--- src/rtl/operand_stager.sv ---
// operand_stager: decode-to-execute operand stage with forwarding, immediates and load-use stall; optional stall counter under OPERAND_STAGER_PERF_EN
module operand_stager #(
  parameter int WIDTH = 64,
  parameter int NFWD  = 3,
  parameter int RADDR = 5
) (
  input  logic                  clk,
  input  logic                  reset,
  input  logic                  flush,
  input  logic                  in_valid,
  output logic                  in_ready,
  input  logic [31:0]           raw_instr,
  input  logic [WIDTH-1:0]      pc,
  input  logic [2:0]            src_sel,
  input  logic                  use_rs1,
  input  logic                  use_rs2,
  input  logic [RADDR-1:0]      ra1,
  input  logic [RADDR-1:0]      ra2,
  input  logic [WIDTH-1:0]      rd1,
  input  logic [WIDTH-1:0]      rd2,
  input  logic [NFWD-1:0]       fwd_regwrite,
  input  logic [NFWD-1:0]       fwd_pending,
  input  logic [NFWD*RADDR-1:0] fwd_wa,
  input  logic [NFWD*WIDTH-1:0] fwd_data,
  output logic                  out_valid,
  input  logic                  out_ready,
  output logic [WIDTH-1:0]      srca,
  output logic [WIDTH-1:0]      srcb,
  output logic [WIDTH-1:0]      store_data
`ifdef OPERAND_STAGER_PERF_EN
  ,
  output logic [31:0]           stall_cycles
`endif
);

  logic [WIDTH:0]   r1, r2;
  logic [WIDTH-1:0] imm_i, imm_s, imm_u, shamt, srcb_n;
  logic             hazard, take, unused_opcode;

  // Returns {pending, data}; walks oldest to youngest so the youngest match overrides
  function automatic logic [WIDTH:0] resolve(input logic [RADDR-1:0] a, input logic [WIDTH-1:0] rd);
    logic [WIDTH:0] r;
    r = {1'b0, rd};
    for (int i = NFWD - 1; i >= 0; i--)
      if (fwd_regwrite[i] && fwd_wa[i*RADDR +: RADDR] == a)
        r = {fwd_pending[i], fwd_data[i*WIDTH +: WIDTH]};
    return a == '0 ? '0 : r;
  endfunction

  // Operand resolution, immediate selection and handshake
  always_comb begin
    r1     = resolve(ra1, rd1);
    r2     = resolve(ra2, rd2);
    imm_i  = WIDTH'($signed(raw_instr[31:20]));
    imm_s  = WIDTH'($signed({raw_instr[31:25], raw_instr[11:7]}));
    imm_u  = WIDTH'($signed({raw_instr[31:12], 12'b0}));
    shamt  = WIDTH == 32 ? WIDTH'(raw_instr[24:20]) : WIDTH'(raw_instr[25:20]);
    srcb_n = src_sel == 3'd0 ? r2[WIDTH-1:0] :
             src_sel == 3'd1 ? imm_i :
             src_sel == 3'd2 ? imm_s :
             src_sel == 3'd3 ? imm_u :
             src_sel == 3'd4 ? pc + imm_u :
             src_sel == 3'd5 ? pc + WIDTH'(4) :
             src_sel == 3'd6 ? shamt : '0;
    hazard   = in_valid && ((use_rs1 && r1[WIDTH]) || (use_rs2 && r2[WIDTH]));
    in_ready = !hazard && (!out_valid || out_ready);
    take     = in_valid && in_ready;
  end

  assign unused_opcode = ^raw_instr[6:0];

  // Output register: reset beats flush beats transfer beats consume
  always_ff @(posedge clk)
    if (reset) begin
      out_valid  <= 1'b0;
      srca       <= '0;
      srcb       <= '0;
      store_data <= '0;
    end else if (flush) begin
      out_valid <= 1'b0;
    end else if (take) begin
      out_valid  <= 1'b1;
      srca       <= r1[WIDTH-1:0];
      srcb       <= srcb_n;
      store_data <= r2[WIDTH-1:0];
    end else if (out_ready) begin
      out_valid <= 1'b0;
    end

`ifdef OPERAND_STAGER_PERF_EN
  // Saturating count of cycles lost to operand hazards
  always_ff @(posedge clk)
    if (reset) stall_cycles <= '0;
    else if (hazard && stall_cycles != '1) stall_cycles <= stall_cycles + 32'd1;
`endif

endmodule

--- config.mk ---
export PLATFORM = sky130hd
export DESIGN_NAME = operand_stager
export DESIGN_NICKNAME = d
export VERILOG_FILES = /design/src/rtl/operand_stager.sv
export SDC_FILE = /design/constraint.sdc
export NUM_CORES = 1
export LEC_CHECK = 0
export BUFFER_PORTS_ARGS = -buffer_cell sky130_fd_sc_hd__buf_2
export CORE_AREA = 2 2 252 254
export CTS_CLUSTER_SIZE = 14
export DETAILED_ROUTE_END_ITERATION = 10
export DIE_AREA = 0 0 254 256
export GPL_TIMING_DRIVEN = 0
export MAX_ROUTING_LAYER = met4
export PLACE_DENSITY_LB_ADDON = 0.25
export SLEW_MARGIN = 5
export SYNTH_ARGS = -nofsm -noshare
export SYNTH_HDL_FRONTEND = slang
export SYNTH_SLANG_ARGS = --single-unit
--- constraint.sdc ---
create_clock -name clk -period 3 [get_ports clk]
set_input_delay 0.6 -clock clk [delete_from_list [all_inputs] [get_ports clk]]
set_output_delay 0.6 -clock clk [all_outputs]
set_load 0.02 [all_outputs]
==> flow_metrics.py, run 1 <==
metrics = {
    "placed_design": {
        "hpwl_um": 91810,
        "io_buffer_count": 641,
        "gp_congestion": 1.007,
        "post_dp_cell_area_um2": 21020,
        "pre_cts_slack_ns": -1.513,
    },
    "cts": {
        "ctsLongestPathBuffers": 2,
        "htree_levels": 4,
        "insertion_delay_ns": 0.49,
        "root_buffer": "clkbuf_16",
        "numCtsBuffers": 17,
        "cts_tree": "yes",
        "clk_pin_slew_ns": 0.08,
        "clock_sinks": 193,
        "cts-hold-fix-buffers": 0,
    },
    "worst_setup_path": {
        "r2r_start": "out_valid",
        "critPathMaxFanout": 10,
        "critPathKind": "primary input to register",
        "worstPathArrival_ns": 3.35,
        "crit_path_start": "ra2[3]",
        "start_kind": "primary input",
        "required_ns": 3.35,
        "reg2reg_slack_ns": 0.68,
        "end_kind": "register",
        "r2r_cells": 8,
        "reg2reg_to": "store_data[55]",
        "cp-endpoint": "srcb[46]",
    },
    "synthesis": {
        "synth.avg_cell_area_um2": 6.953,
        "yosys_warnings": 0,
        "yosys-top-cells-area": "dfxtp_1 23%, nor2_1 9.6%, a21oi_1 7.7%",
        "synthesis.area_um2": 16710,
        "seq_area_frac_synth_pct": 23.12,
        "synth_seq_cells": 193,
        "async_flop_share_pct": 0,
        "synth_top_cell_by_area": "dfxtp_1",
        "netlist_instances": 2403,
        "yosysUniqueCellTypes": 69,
        "synth_common_cells": "428 x nor2_1, 258 x a21oi_1, 249 x nand2_1, 193 x dfxtp_1, 139 x clkbuf_1",
        "synth.top_cell.area_share_pct": 23.12,
        "ys.flop_type": "dfxtp_1",
        "synth_edf_count": 0,
        "synth_nets": 2913,
        "synth_most_common_cell": "nor2_1",
    },
    "timing": {
        "relSlewSlack_pct": 36.24,
        "grt_setup_unrepaired": "true",
        "setup_ws_ns": -0.0001927,
        "min_period_over_period_pct": 100.0,
        "fin_crit_ns": 3.000,
        "fin_skew_ns": 0.009734,
        "hold_viol": 0,
        "drv_slew": 0,
        "tightest_slew_ns": 0.9564,
        "fmax_mhz": 333.3,
        "setup_violations": 1,
    },
    "pwr": {
        "clkPwrFrac_pct": 29.0,
        "sw_frac_of_total_pct": 40.12,
        "p_sw_mw": 3.540,
        "p_total_mw": 8.824,
        "p_int_mw": 5.284,
        "power.share.sequential_pct": 32.0,
        "cellPowerDensity_nw_per_um2": 382.2,
        "leakage_nw": 9.912,
        "ir_drop_mv": 0.3445,
        "pwr-share-comb_pct": 39.0,
    },
    "floorplan": {
        "rows": 92,
        "die-area_um2": 65020,
        "core-area_um2": 62390,
        "ios": 651,
        "die_w_um": 254,
        "start_util_pct": 26.78,
        "dieHeight_um": 256,
    },
    "grt": {
        "grt_pass1_vias": 21530,
        "grt_pass1_wl_um": 153200,
        "antenna_found_initial": 15,
        "grt_usage_pct": 33.62,
        "grt_max_degree": 37,
        "grt_overflow_total": 0,
    },
    "hold_path": {
        "worstHoldPathType": "primary input to register",
        "min_path_cells": 2,
    },
    "route": {
        "drt-total-wl_um": 110500,
        "wire_per_inst_um": 27.85,
        "first_iter_violations": 1924,
        "drtPass1Iterations": 5,
        "vias": 22440,
        "drtAntennaViolNets": 0,
        "via_per_inst": 5.657,
        "drc": 0,
    },
    "final_layout": {
        "area.sequential_um2": 3864,
        "layout-drive-gt1-share_pct": 30.91,
        "multiInputGateArea_um2": 12910,
        "fin_area_um2": 23090,
        "nets": 3604,
        "area_growth_pct": 38.18,
        "num-fill-cells": 6987,
    },
    "flow_run": {
        "drv_cap": 0,
    },
    "status": {
        "violations": "setup timing",
        "outcome": "finished with violations",
    },
}
[cell families after synthesis]
group,Yosys count,share of synthesized area (%)
buf+inv,230,5.474
flops,193,23.12
simple gates,929,24.08
xor+xnor,124,6.500
fa+ha+maj,53,4.014
mux,75,4.523
compound gates,799,32.28
[critical path, cell delays in order]
cell and delay (ns):
buf_2 0.15, xnor2_1 0.16, nand3_1 0.12, or3_4 0.40, a41o_1 0.28, mux2i_2 0.22, o211ai_1 0.22, buf_4 0.26
a21o_1 0.19, clkbuf_4 0.25, a2111oi_2 0.39, nor3_1 0.09
[per-stage QoR]
step                      hold slack (ns)  util (%)  setup TNS [ns]  std cells
after floorplan                    0.5192         -       -0.005350       2403
after global placement             0.4429     33.69         -210.74       3890
after detailed placement           0.4510     33.69         -207.63       3890
after CTS                          0.3197     35.74        -0.03576       3932
after global routing               0.3433     37.00         -0.2729       3966
final                              0.3408     37.01      -0.0001927       3967
[state kept, by name, summed over array words and instances (netlist names)]
name,flops
out_valid,1
store_data,64
srca,64
srcb,64
[power groups by stage]
| stage | clock [mW] | sequential (mW) | combinational (mW) |
|---|---|---|---|
| floorplan | 0 | 3.03 | 1.54 |
| global placement | 0 | 2.88 | 3.10 |
| detailed placement | 0 | 2.88 | 3.08 |
| CTS | 2.58 | 2.82 | 3.22 |
| global route | 2.66 | 2.84 | 3.64 |
| finish | 2.55 | 2.83 | 3.44 |
[metal layers]
metal	GRT usage (%)	wire length, um	up-vias
met2	55.02	52270	1205
li1	-	-	10170
met4	15.83	6024	0
met3	5.624	7863	259
met5	-	0	-
met1	40.00	44310	10810
[worst min-delay path by stage]
stage	slack, ns	end	from
2_1_floorplan	0.52	srcb[23]	srcb[23]
3_3_place_gp	0.44	srcb[25]	srcb[25]
3_5_place_dp	0.45	srcb[25]	srcb[25]
4_1_cts	0.32	out_valid	flush
5_1_grt	0.34	out_valid	flush
6_report	0.34	out_valid	flush
[layout by cell type (no fill, tap or decap), types with 12 or more instances in the layout]
cell and instances:
xor2_1 45, dfxtp_1 193, nor2_1 425, a221oi_1 12, clkbuf_1 98, a21oi_2 44, nand2_1 243, o21ai_1 24
inv_1 27, a211oi_1 78, buf_4 56, nor3_1 54, o22ai_1 27, a21oi_1 214, a2bb2oi_1 107, nand4_1 36
mux2i_1 69, a311oi_1 61, and3_1 23, xnor2_1 77, o21a_1 16, a21o_1 23, clkbuf_2 23, ha_4 14
and2_1 24, o21ai_0 71, nand3_1 42, clkbuf_16 17, ha_1 35, buf_2 658, diode_2 15, clkbuf_4 21
[what timing repair did]
item | 4_1_cts | 5_1_grt
endpoints found under the setup margin | 193 | 185
buffers inserted | 14 | 24
gates resized for setup | 175 | 158
pin swaps | 27 | 32
[layout make-up]
type                    count  area share [%]
diodes                     15          0.1626
plain buffers             195           4.162
clock buffers              18           1.902
clock inverters            13          0.7262
inverters                  28          0.4552
multi-input cells        1980           55.90
flip-flops and latches    193           16.73
well taps                 846           4.585
repair buffers            679           15.37
Note: power is estimated with default switching activity, not from simulation.
==> run 2: changes to the inputs <==
--- a/config.mk
+++ b/config.mk
@@ -5,6 +5,7 @@
 export SDC_FILE = /design/constraint.sdc
 export NUM_CORES = 1
 export LEC_CHECK = 0
+export ABC_CLOCK_PERIOD_IN_PS = 3500
 export BUFFER_PORTS_ARGS = -buffer_cell sky130_fd_sc_hd__buf_2
 export CORE_AREA = 2 2 252 254
 export CTS_CLUSTER_SIZE = 14
==> constraint.sdc (replaced) <==
create_clock -name clk -period 3.5 [get_ports clk]
set_input_delay 0.7 -clock clk [delete_from_list [all_inputs] [get_ports clk]]
set_output_delay 0.7 -clock clk [all_outputs]
set_load 0.02 [all_outputs]
==> flow_metrics.py, run 2 (synthesis gave the netlist of run 1 again) <==
metrics = {
    "floorplan": {
        "core-area_um2": 62390,
        "ios": 651,
        "start_util_pct": 26.78,
        "die-area_um2": 65020,
        "rows": 92,
        "die_w_um": 254,
        "dieHeight_um": 256,
    },
    "cts": {
        "root_buffer": "clkbuf_16",
        "insertion_delay_ns": 0.49,
        "htree_levels": 4,
        "ctsLongestPathBuffers": 2,
        "numCtsBuffers": 17,
        "clock_sinks": 193,
        "cts-hold-fix-buffers": 0,
        "clk_pin_slew_ns": 0.08,
        "cts_tree": "yes",
    },
    "timing": {
        "fmax_mhz": 289.7,
        "tightest_slew_ns": 1.011,
        "relSlewSlack_pct": 31.87,
        "min_period_over_period_pct": 98.64,
        "grt_setup_unrepaired": "true",
        "hold_viol": 0,
        "fin_skew_ns": 0.01294,
        "setup_violations": 0,
        "drv_slew": 0,
        "fin_crit_ns": 3.452,
        "setup_ws_ns": 0.04768,
    },
    "route": {
        "drt-total-wl_um": 114900,
        "drtPass1Iterations": 6,
        "first_iter_violations": 2190,
        "vias": 22380,
        "drc": 0,
        "drtAntennaViolNets": 0,
        "via_per_inst": 5.664,
        "wire_per_inst_um": 29.08,
    },
    "placed_design": {
        "pre_cts_slack_ns": -1.060,
        "hpwl_um": 96200,
        "io_buffer_count": 641,
        "gp_congestion": 1.008,
    },
    "worst_setup_path": {
        "required_ns": 3.91,
        "end_kind": "register",
        "worstPathArrival_ns": 3.87,
        "critPathMaxFanout": 10,
        "critPathKind": "primary input to register",
        "start_kind": "primary input",
    },
    "pwr": {
        "p_sw_mw": 2.969,
        "sw_frac_of_total_pct": 40.51,
        "ir_drop_mv": 0.3235,
        "power.share.sequential_pct": 33.1,
        "p_total_mw": 7.330,
        "clkPwrFrac_pct": 28.8,
        "p_int_mw": 4.361,
        "leakage_nw": 9.555,
        "cellPowerDensity_nw_per_um2": 333.9,
        "pwr-share-comb_pct": 38.1,
    },
    "status": {
        "outcome": "complete, no violations",
    },
    "final_layout": {
        "nets": 3580,
        "multiInputGateArea_um2": 12130,
        "final_cell_mix": "685 x buf_2, 428 x nor2_1, 256 x a21oi_1",
        "area.sequential_um2": 3864,
        "area_growth_pct": 31.40,
        "num-fill-cells": 7129,
        "final_common_cell": "buf_2",
        "layout-drive-gt1-share_pct": 26.14,
        "reg_top3": "srca: 64 flops, srcb: 64 flops, store_data: 64 flops",
    },
    "grt": {
        "grt_pass1_vias": 21350,
        "grt_pass1_wl_um": 158400,
        "antenna_found_initial": 25,
        "grt_max_degree": 37,
        "grt_overflow_total": 0,
        "grt_usage_pct": 35.01,
    },
    "flow_run": {
        "drv_cap": 0,
    },
    "hold_path": {
        "worstHoldPathType": "primary input to register",
    },
}
[run 2: changes by cell type in the layout (fill, tap and decap cells not counted), moves of 16 or more]
cell      previous run  this run
buf_4               56         8
a21oi_2             44         1
a21oi_1            214       256
buf_2              658       685
clkbuf_1            98       118
clkbuf_4            21         2
o21ai_0             71        89
ha_1                35        51
[run 2: path summary, 6_finish.rpt]
check,end,startpoint,cells past startpoint,slack [ns]
worst max-delay path,srcb[2],ra2[1],13,0.05
worst min-delay path,out_valid,flush,2,0.47
worst max register to register,store_data[63],out_valid,10,1.04
worst min register to register,store_data[0],store_data[0],2,0.49
[run 2: timing repair]
action / CTS / global route
setup buffers: 4 / 4
endpoints found under the setup margin: 185 / 174
pin swaps: 3 / 6
hold endpoints to repair: 0 / 0
resized for setup: 38 / 53
[run 2: cell type report]
type,instances,area share (%)
multi-input combinational,1980,55.26
sequential,193,17.60
timing repair buffer,649,15.01
tap,846,4.821
buffer,201,3.870
clock buffer,19,2.063
clock inverter,13,0.6440
inverter,28,0.4787
antenna,22,0.2508
[run 2: worst max-delay path, cell delays in order]
cell and delay, ns:
buf_2 0.15, xor2_1 0.19, nor3_2 0.32, and2_1 0.18, buf_2 0.24, buf_2 0.34, buf_1 0.47, nand2_1 0.10
a311oi_1 0.41, o21ai_0 0.31, o21ai_0 0.27, o21ai_1 0.09, nor2_1 0.08
[run 2: stage by stage]
stage / hold slack (ns) / setup TNS, ns / utilization, % / instance area (um2) / cells
detailed placement: 0.4630 / -156.64 / 33.62 / 20980 / 3890
CTS: 0.4344 / 0 / 34.81 / 21720 / 3926
finish: 0.4660 / 0 / 35.19 / 21950 / 3951
global placement: 0.4581 / -164.36 / 33.62 / 20980 / 3890
global route: 0.4503 / -0.009731 / 35.18 / 21950 / 3948
floorplan: 0.5192 / 0 / - / 16710 / 2403
[run 2: layer usage]
| metal | up-vias | GRT usage [%] | wire, um |
|---|---|---|---|
| li1 | 10130 | - | - |
| met1 | 10820 | 42.91 | 46890 |
| met2 | 1192 | 56.79 | 53830 |
| met3 | 240 | 4.322 | 7758 |
| met4 | 0 | 16.67 | 6407 |
| met5 | - | - | 0 |
[run 2: power by group through the flow]
stage	combinational [mW]	sequential, mW	clock (mW)
after floorplan	1.31	2.60	0
after global placement	2.67	2.48	0
after detailed placement	2.66	2.48	0
after CTS	2.69	2.43	2.14
after global routing	2.95	2.44	2.22
final	2.79	2.43	2.11
